<file path="src/rtl/bsa_pkg.sv">
// ----------------------------------------------------------------------------
// bsa_pkg
// Shared types and helpers for the bit-serial adder/subtractor.
//   bsa_state_e   : control FSM states (IDLE, LOADED, RUN, DONE)
//   bsa_cnt_w()   : bit-counter width for a given operand width
// ----------------------------------------------------------------------------
package bsa_pkg;

   typedef enum logic [1:0] {
      IDLE   = 2'd0,
      LOADED = 2'd1,
      RUN    = 2'd2,
      DONE   = 2'd3
   } bsa_state_e;

   // Width of a counter able to represent 0..width.
   function automatic int bsa_cnt_w(input int width);
      return $clog2(width + 1);
   endfunction

endpackage

</file>
<file path="src/rtl/bsa_full_adder.sv">
// ----------------------------------------------------------------------------
// bsa_full_adder
// One-bit combinational full adder used as the serial datapath ALU.
//   a_i, b_i  : operand bits
//   cin_i     : carry in
//   s_o       : sum bit
//   cout_o    : carry out
// ----------------------------------------------------------------------------
module bsa_full_adder
   import bsa_pkg::*;
(
   input  logic a_i,
   input  logic b_i,
   input  logic cin_i,
   output logic s_o,
   output logic cout_o
);

   assign s_o    = a_i ^ b_i ^ cin_i;
   assign cout_o = (a_i & b_i) | (a_i & cin_i) | (b_i & cin_i);

endmodule

</file>
<file path="src/rtl/bit_serial_addsub.sv">
// ----------------------------------------------------------------------------
// bit_serial_addsub
// Bit-serial adder/subtractor, one operand bit per clock, LSB first.
// A WIDTH-bit operation takes WIDTH cycles after start; done pulses for one
// cycle when sum_o/cout_o are updated.
//
// Ports:
//   clk_i     : clock, rising edge
//   rst_i     : asynchronous active-high reset
//   load_i    : capture a_i, b_i, sub_i (wins over start_i)
//   start_i   : begin the operation (LOADED) / return to IDLE (DONE)
//   a_i, b_i  : operands, WIDTH bits
//   sub_i     : 0 = A+B, 1 = A-B (A + ~B + 1)
//   sum_o     : registered result, held until next completion or reset
//   cout_o    : final carry out (for subtraction, 1 = no borrow)
//   busy_o    : high while in RUN
//   done_o    : one-cycle completion pulse
//   ovf_o     : signed overflow (only when BSA_OVF_EN is defined)
//
// Optional feature macro: BSA_OVF_EN
// ----------------------------------------------------------------------------
module bit_serial_addsub
   import bsa_pkg::*;
#(
   parameter int WIDTH = 8
)(
   input  logic             clk_i,
   input  logic             rst_i,
   input  logic             load_i,
   input  logic             start_i,
   input  logic [WIDTH-1:0] a_i,
   input  logic [WIDTH-1:0] b_i,
   input  logic             sub_i,
   output logic [WIDTH-1:0] sum_o,
   output logic             cout_o,
   output logic             busy_o,
   output logic             done_o
`ifdef BSA_OVF_EN
   ,output logic            ovf_o
`endif
);

   localparam int CW = bsa_cnt_w(WIDTH);

   bsa_state_e       state_q, state_d;
   logic [WIDTH-1:0] a_q, a_d;
   logic [WIDTH-1:0] b_q, b_d;
   logic             sub_q, sub_d;
   logic             carry_q, carry_d;
   logic [CW-1:0]    cnt_q, cnt_d;
   logic [WIDTH-1:0] res_q, res_d;
   logic [WIDTH-1:0] sum_q, sum_d;
   logic             cout_q, cout_d;
   logic             done_q, done_d;
`ifdef BSA_OVF_EN
   logic             ovf_q, ovf_d;
`endif

   logic fa_s;
   logic fa_c;
   logic last_bit;

   // Single shared full adder; subtraction inverts B here and presets the
   // carry flop to 1 at load time, giving A + ~B + 1.
   bsa_full_adder u_fa (
      .a_i    (a_q[0]),
      .b_i    (b_q[0] ^ sub_q),
      .cin_i  (carry_q),
      .s_o    (fa_s),
      .cout_o (fa_c)
   );

   // The MSB is processed on the same edge that publishes the result, so
   // completion is taken from the adder output rather than a later cycle.
   assign last_bit = (cnt_q == CW'(WIDTH - 1));

   // ------------------------------------------------------------------
   // State register
   // ------------------------------------------------------------------
   always_ff @(posedge clk_i or posedge rst_i) begin
      if (rst_i) begin
         state_q <= IDLE;
         a_q     <= '0;
         b_q     <= '0;
         sub_q   <= 1'b0;
         carry_q <= 1'b0;
         cnt_q   <= '0;
         res_q   <= '0;
         sum_q   <= '0;
         cout_q  <= 1'b0;
         done_q  <= 1'b0;
`ifdef BSA_OVF_EN
         ovf_q   <= 1'b0;
`endif
      end else begin
         state_q <= state_d;
         a_q     <= a_d;
         b_q     <= b_d;
         sub_q   <= sub_d;
         carry_q <= carry_d;
         cnt_q   <= cnt_d;
         res_q   <= res_d;
         sum_q   <= sum_d;
         cout_q  <= cout_d;
         done_q  <= done_d;
`ifdef BSA_OVF_EN
         ovf_q   <= ovf_d;
`endif
      end
   end

   // ------------------------------------------------------------------
   // Next-state and datapath
   // ------------------------------------------------------------------
   always_comb begin
      state_d = state_q;
      a_d     = a_q;
      b_d     = b_q;
      sub_d   = sub_q;
      carry_d = carry_q;
      cnt_d   = cnt_q;
      res_d   = res_q;
      sum_d   = sum_q;
      cout_d  = cout_q;
      done_d  = 1'b0;
`ifdef BSA_OVF_EN
      ovf_d   = ovf_q;
`endif

      case (state_q)
         IDLE, LOADED, DONE: begin
            if (load_i) begin
               // load has priority over start in every non-RUN state
               a_d     = a_i;
               b_d     = b_i;
               sub_d   = sub_i;
               carry_d = sub_i;
               cnt_d   = '0;
               state_d = LOADED;
            end else if (start_i) begin
               if (state_q == LOADED) begin
                  state_d = RUN;
               end else if (state_q == DONE) begin
                  state_d = IDLE;
               end
            end
         end

         RUN: begin
            // load/start are ignored here; the operation runs to completion
            a_d     = a_q >> 1;
            b_d     = b_q >> 1;
            res_d   = {fa_s, res_q[WIDTH-1:1]};
            carry_d = fa_c;
            cnt_d   = cnt_q + CW'(1);
            if (last_bit) begin
               sum_d   = {fa_s, res_q[WIDTH-1:1]};
               cout_d  = fa_c;
               done_d  = 1'b1;
               state_d = DONE;
`ifdef BSA_OVF_EN
               // carry into the MSB is the carry flop at this point
               ovf_d   = carry_q ^ fa_c;
`endif
            end
         end

         default: state_d = IDLE;
      endcase
   end

   assign sum_o  = sum_q;
   assign cout_o = cout_q;
   assign busy_o = (state_q == RUN);
   assign done_o = done_q;
`ifdef BSA_OVF_EN
   assign ovf_o  = ovf_q;
`endif

endmodule

</file>
<file path="config.mk">
export PLATFORM = sky130hd
export DESIGN_NAME = bit_serial_addsub
export DESIGN_NICKNAME = d
export VERILOG_FILES = /design/src/rtl/bsa_pkg.sv /design/src/rtl/bsa_full_adder.sv /design/src/rtl/bit_serial_addsub.sv
export SDC_FILE = /design/constraint.sdc
export NUM_CORES = 1
export LEC_CHECK = 0
export ABC_AREA = 1
export CELL_PAD_IN_SITES_DETAIL_PLACEMENT = 0
export CELL_PAD_IN_SITES_GLOBAL_PLACEMENT = 1
export CORE_MARGIN = 10
export CORE_UTILIZATION = 35
export DETAILED_ROUTE_END_ITERATION = 12
export HOLD_SLACK_MARGIN = 0.15
export PLACE_DENSITY_LB_ADDON = 0.05
export SETUP_SLACK_MARGIN = 0.3
export SLEW_MARGIN = 20
export SYNTH_ARGS = -nofsm -noshare
export SYNTH_HDL_FRONTEND = slang
export SYNTH_HIERARCHICAL = 1
export SYNTH_SLANG_ARGS = --single-unit
export TNS_END_PERCENT = 20
</file>
<file path="constraint.sdc">
create_clock -name clk_i -period 1.32 [get_ports clk_i]
set_input_delay 0.264 -clock clk_i [delete_from_list [all_inputs] [get_ports clk_i]]
set_output_delay 0.264 -clock clk_i [all_outputs]
set_load 0.1 [all_outputs]
</file>
* After elaboration in Yosys (flattened, before gate mapping) *
Index checks and enable logic that the tools add are counted.

word-level totals
  output and inout bits = 11
  input port bits = 21
  register bits = 42
  word-level logic and storage cells = 48

cells by class
  mux-type cells = 16
  eq/ne operators = 8
  bitwise operators = 8
  add/sub/neg operators = 1
  reduce and logical (&&, ||, !) cells = 5

operator list
  kind                 number
  $pmux 8 s2           2
  $mux 8               2
  $mux 2               5
  $pmux 4 s2           1
  $add 4x1->4 const B  1
  $eq 2x2->1 const B   2
  $eq 4x3->1 const B   1
  $mux 4               1
  $ne 4x4->1 const B   1
  $pmux 2 s2           1
  $reduce_and 2->1     2
  $and 1x1->1          3
  $mux 1               3
  $ne 3x3->1 const B   1
  $reduce_and 3->1     1
  $reduce_or 3->1      1
  $xor 1x1->1          3
  $eq 2x1->1 const B   1
  $logic_not 2->1      1
  $ne 2x1->1 const B   1
  $ne 2x2->1 const B   1
  $or 1x1->1           2
  $pmux 1 s2           1

* Logic depth before layout (Yosys ltp) *
Gate-level depths: netlist of run 1.

  depth in word-level cells = 6
  depth in mapped cells = 7
  gate-level depth less buffers = 7

* Modules after synthesis *
Netlist of run 1, hierarchy kept.

by module, submodules not included
  module             cells an instance  times used  sequential area each (µm²)  area an instance (µm²)
  bit_serial_addsub  198                1           1026.0                      1759.2
  bsa_full_adder     1                  1           0.0                         20.0

* Worst setup path after synthesis of run 1 *
OpenSTA, ideal clock, no wires.

  path kind = register to output
  start = register state_q[0]
  end = output busy_o
  setup slack = 0.029 ns
  arrival = 1.027 ns
  buffers on the path = 2
  stages on the path, launching flop included = 4
  path through = dfrtp_1 nor2_4 buf_4 buf_6

between the ends
  word-level cells in the longest chain between the ends = 1

RTL lines
  item                    RTL line                  RTL
  start, declared         bit_serial_addsub.sv:45   bsa_state_e state_q, state_d;
  start signal, assigned  bit_serial_addsub.sv:96   state_q <= state_d;
  $eq 2x2->1              bit_serial_addsub.sv:174  assign busy_o = (state_q == RUN);
  end, declared           bit_serial_addsub.sv:36   output logic busy_o,

Every way passes these cells.

* Final worst setup path of run 1 *
  start = register state_q[1]
  end = output busy_o

Same word-level chain as after synthesis.

==> reports/metrics.yaml, run 1 <==
status: "finished, violations left"
violations: "negative setup slack"
initial_core_util_pct: 36.94
worst_pin_slew_ns: 0.2459
nets: 269
cts_buffers: 5
grt.total_usage_pct: 10.21
synth_flop_cell: "dfrtp_1"
reg2reg_from: "b_q[0]"
vias_per_cell: 4.541
holdWs_ns: 0.3723
grt_pass1_wl_um: 6996
path_class: "flip-flop to output port"
p_leak_nw: 1.173
rsz0062_at_grt: "true"
via_count: 1426
synth_area_leader_cell: "dfrtp_1"
drt_pass1_iterations: 5
root_buffer: "clkbuf_8"
drv_cap: 0
final_cells: 314
worstReg2RegEnd: "sum_o[7]"
place.gp.congestion: 0.7438
grt_max_degree: 42
setup_viol: 1
synth_common_cells: "79 x nand2_1, 41 x dfrtp_1, 19 x nand3_1"
numPortBuffers: 31
drc: 0
final.period_utilization_pct: 103.9
cts.sinks: 41
period_needed_ns: 1.372
postSynthCellCount: 199
insertion_delay_ns: 0.28
hp-class: "input port to async pin"
crit_required_ns: 1.06
startpoint_type: "flip-flop"
antenna_found_initial: 0
ff_latch_area_um2: 1028
fp.dieH_um: 91.30
htreeDepth: 2
die-area_um2: 8336
final_area_um2: 2576
netlist_area_um2: 1779
startpoint: "state_q[1]"
row_count: 25
slew_violations: 0
async_reset_ff_share_pct: 100.0
cts_tree: "done"
slew_headroom_pct: 83.56
fin_skew_ns: 0.003016
io_pins: 32
clkTransAtPathRegs_ns: 0.08
layout-drive-gt1-share_pct: 23.48
p_per_area_nw_per_um2: 1524
cts_buffer_depth: 2
coreArea_um2: 4817
crit_path_end_kind: "output port"
die_x_um: 91.30
area_growth_pct: 44.80
rrSetupSlack_ns: 0.02
cp_max_fo: 3
synth-seq-cells: 41
grt_pass1_vias: 1530
synth_top_area_share_pct: 57.67
crit_end: "busy_o"
r2r_cells: 4
num_antenna_cells: 0
synth_nets: 222
avgSynthCellArea_um2: 8.941
clock.fmax_mhz: 728.9
synth_edf_count: 0
hold_buffers: 0
max-vdd-ir-drop_mv: 0.8958
setup_ws_ns: -0.05187
ys_top_cells_by_area: "dfrtp_1 58%, nand2_1 17%, nand3_1 5.3%"
synth-seq-area-share_pct: 57.67
yosysWarnings: 6
nFillCells: 448
multi_input_area_um2: 708.2
ant_nets: 0
drt_iter0_markers: 72
wl_per_cell_um: 13.02
dpl_cell_area_um2: 2365
grt_overflow_total: 0
synth_cell_type_count: 22
critPathArrivalTime_ns: 1.11
yosysMostFrequentCell: "nand2_1"
report.final.hold_viol_count: 0
dp_cells: 300
dp_hpwl_um: 2937
wl_um: 4087
==> stage by stage <==
| step | util [%] | power [mW] | TNS, ns | worst slack (ns) |
|---|---|---|---|---|
| after floorplan | - | 2.491 | 0 | 0.08937 |
| after global placement | 49.09 | 2.806 | -1.655 | -0.1212 |
| after detailed placement | 49.09 | 2.839 | -2.679 | -0.1723 |
| after CTS | 52.49 | 3.848 | -0.07897 | -0.07897 |
| after global routing | 53.48 | 4.215 | -0.7158 | -0.1188 |
| final | 53.48 | 3.926 | -0.05187 | -0.05187 |
==> logic make-up (layout without fill, tap and decap cells) <==
group,after synthesis,count (layout),synth area share (%)
buf+inv,23,71,6.259
compound gates,24,24,7.313
fa+ha+maj,2,2,1.828
xor+xnor,1,1,0.4924
flops,41,41,57.67
simple gates,108,108,26.44
==> layout by cell type (no fill, tap or decap), types with 4 or more instances in the layout <==
| master | synthesis | routed |
|---|---|---|
| o21ai_0 | 10 | 7 |
| buf_4 | 1 | 9 |
| nor2_4 | 4 | 4 |
| clkbuf_8 | 0 | 7 |
| o21ai_1 | 9 | 10 |
| clkdlybuf4s50_1 | 0 | 20 |
| buf_12 | 0 | 13 |
| dfrtp_1 | 41 | 39 |
| nand2_2 | 1 | 7 |
| nand2_1 | 79 | 71 |
| nand3_1 | 19 | 19 |
| inv_1 | 13 | 12 |
==> routing by layer <==
layer  global-route usage [%]  vias to the layer above  share of wire [%]
met1                    11.85                      663                 44
met2                    17.60                       29                 51
li1                         -                      727                  -
met5                        0                        -                  0
met4                    4.178                        0                1.9
met3                    2.469                        7                3.5
==> area by class of cell <==
type | count | area share (%)
clock buffer | 7 | 3.740
clock inverter | 1 | 0.1943
inverter | 17 | 3.011
multi-input combinational | 135 | 27.49
sequential | 41 | 39.92
tap | 67 | 3.254
timing repair buffer | 46 | 22.39
==> report_power, final <==
part / internal, mW / switching (mW) / total, mW / leakage [nW]
Clock: 0.473 / 0.416 / 0.889 / 0.0542
Sequential: 1.58 / 0.222 / 1.80 / 0.530
Combinational: 0.561 / 0.675 / 1.24 / 0.589
==> worst min-delay path by stage <==
stage / from / endpoint / slack (ns) / cells after the start
floorplan: rst_i / a_q[0] / 0.25 / 1
global placement: res_q[4] / res_q[4] / 0.47 / 2
detailed placement: a_q[2] / a_q[2] / 0.47 / 2
CTS: rst_i / sum_o[3] / 0.38 / 3
global route: rst_i / sum_o[3] / 0.39 / 3
finish: rst_i / sum_o[3] / 0.37 / 3
==> flip-flops by register name, summed over array words and instances (netlist names) <==
register,cells
a_q,8
cout_o,1
sum_o,8
state_q,2
sub_q,1
res_q,7
b_q,8
carry_q,1
done_o,1
cnt_q,4
==> worst max-delay path: stages (launching register included) <==
cell and delay (ns):
dfrtp_1 0.38, inv_2 0.06, nor2_4 0.18, buf_12 0.20
==> timing repair <==
item	4_1_cts	5_1_grt
gates resized for setup	9	13
endpoints found under the setup margin	51	52
setup buffers	4	2
pin swaps	3	5
Note: power is estimated with default switching activity, not from simulation.
==> run 2, diff against run 1 <==
- SLEW_MARGIN: 20 -> 10
==> results of run 2 <==
The final DEF is identical to that of run 1; final timing and power are the same.
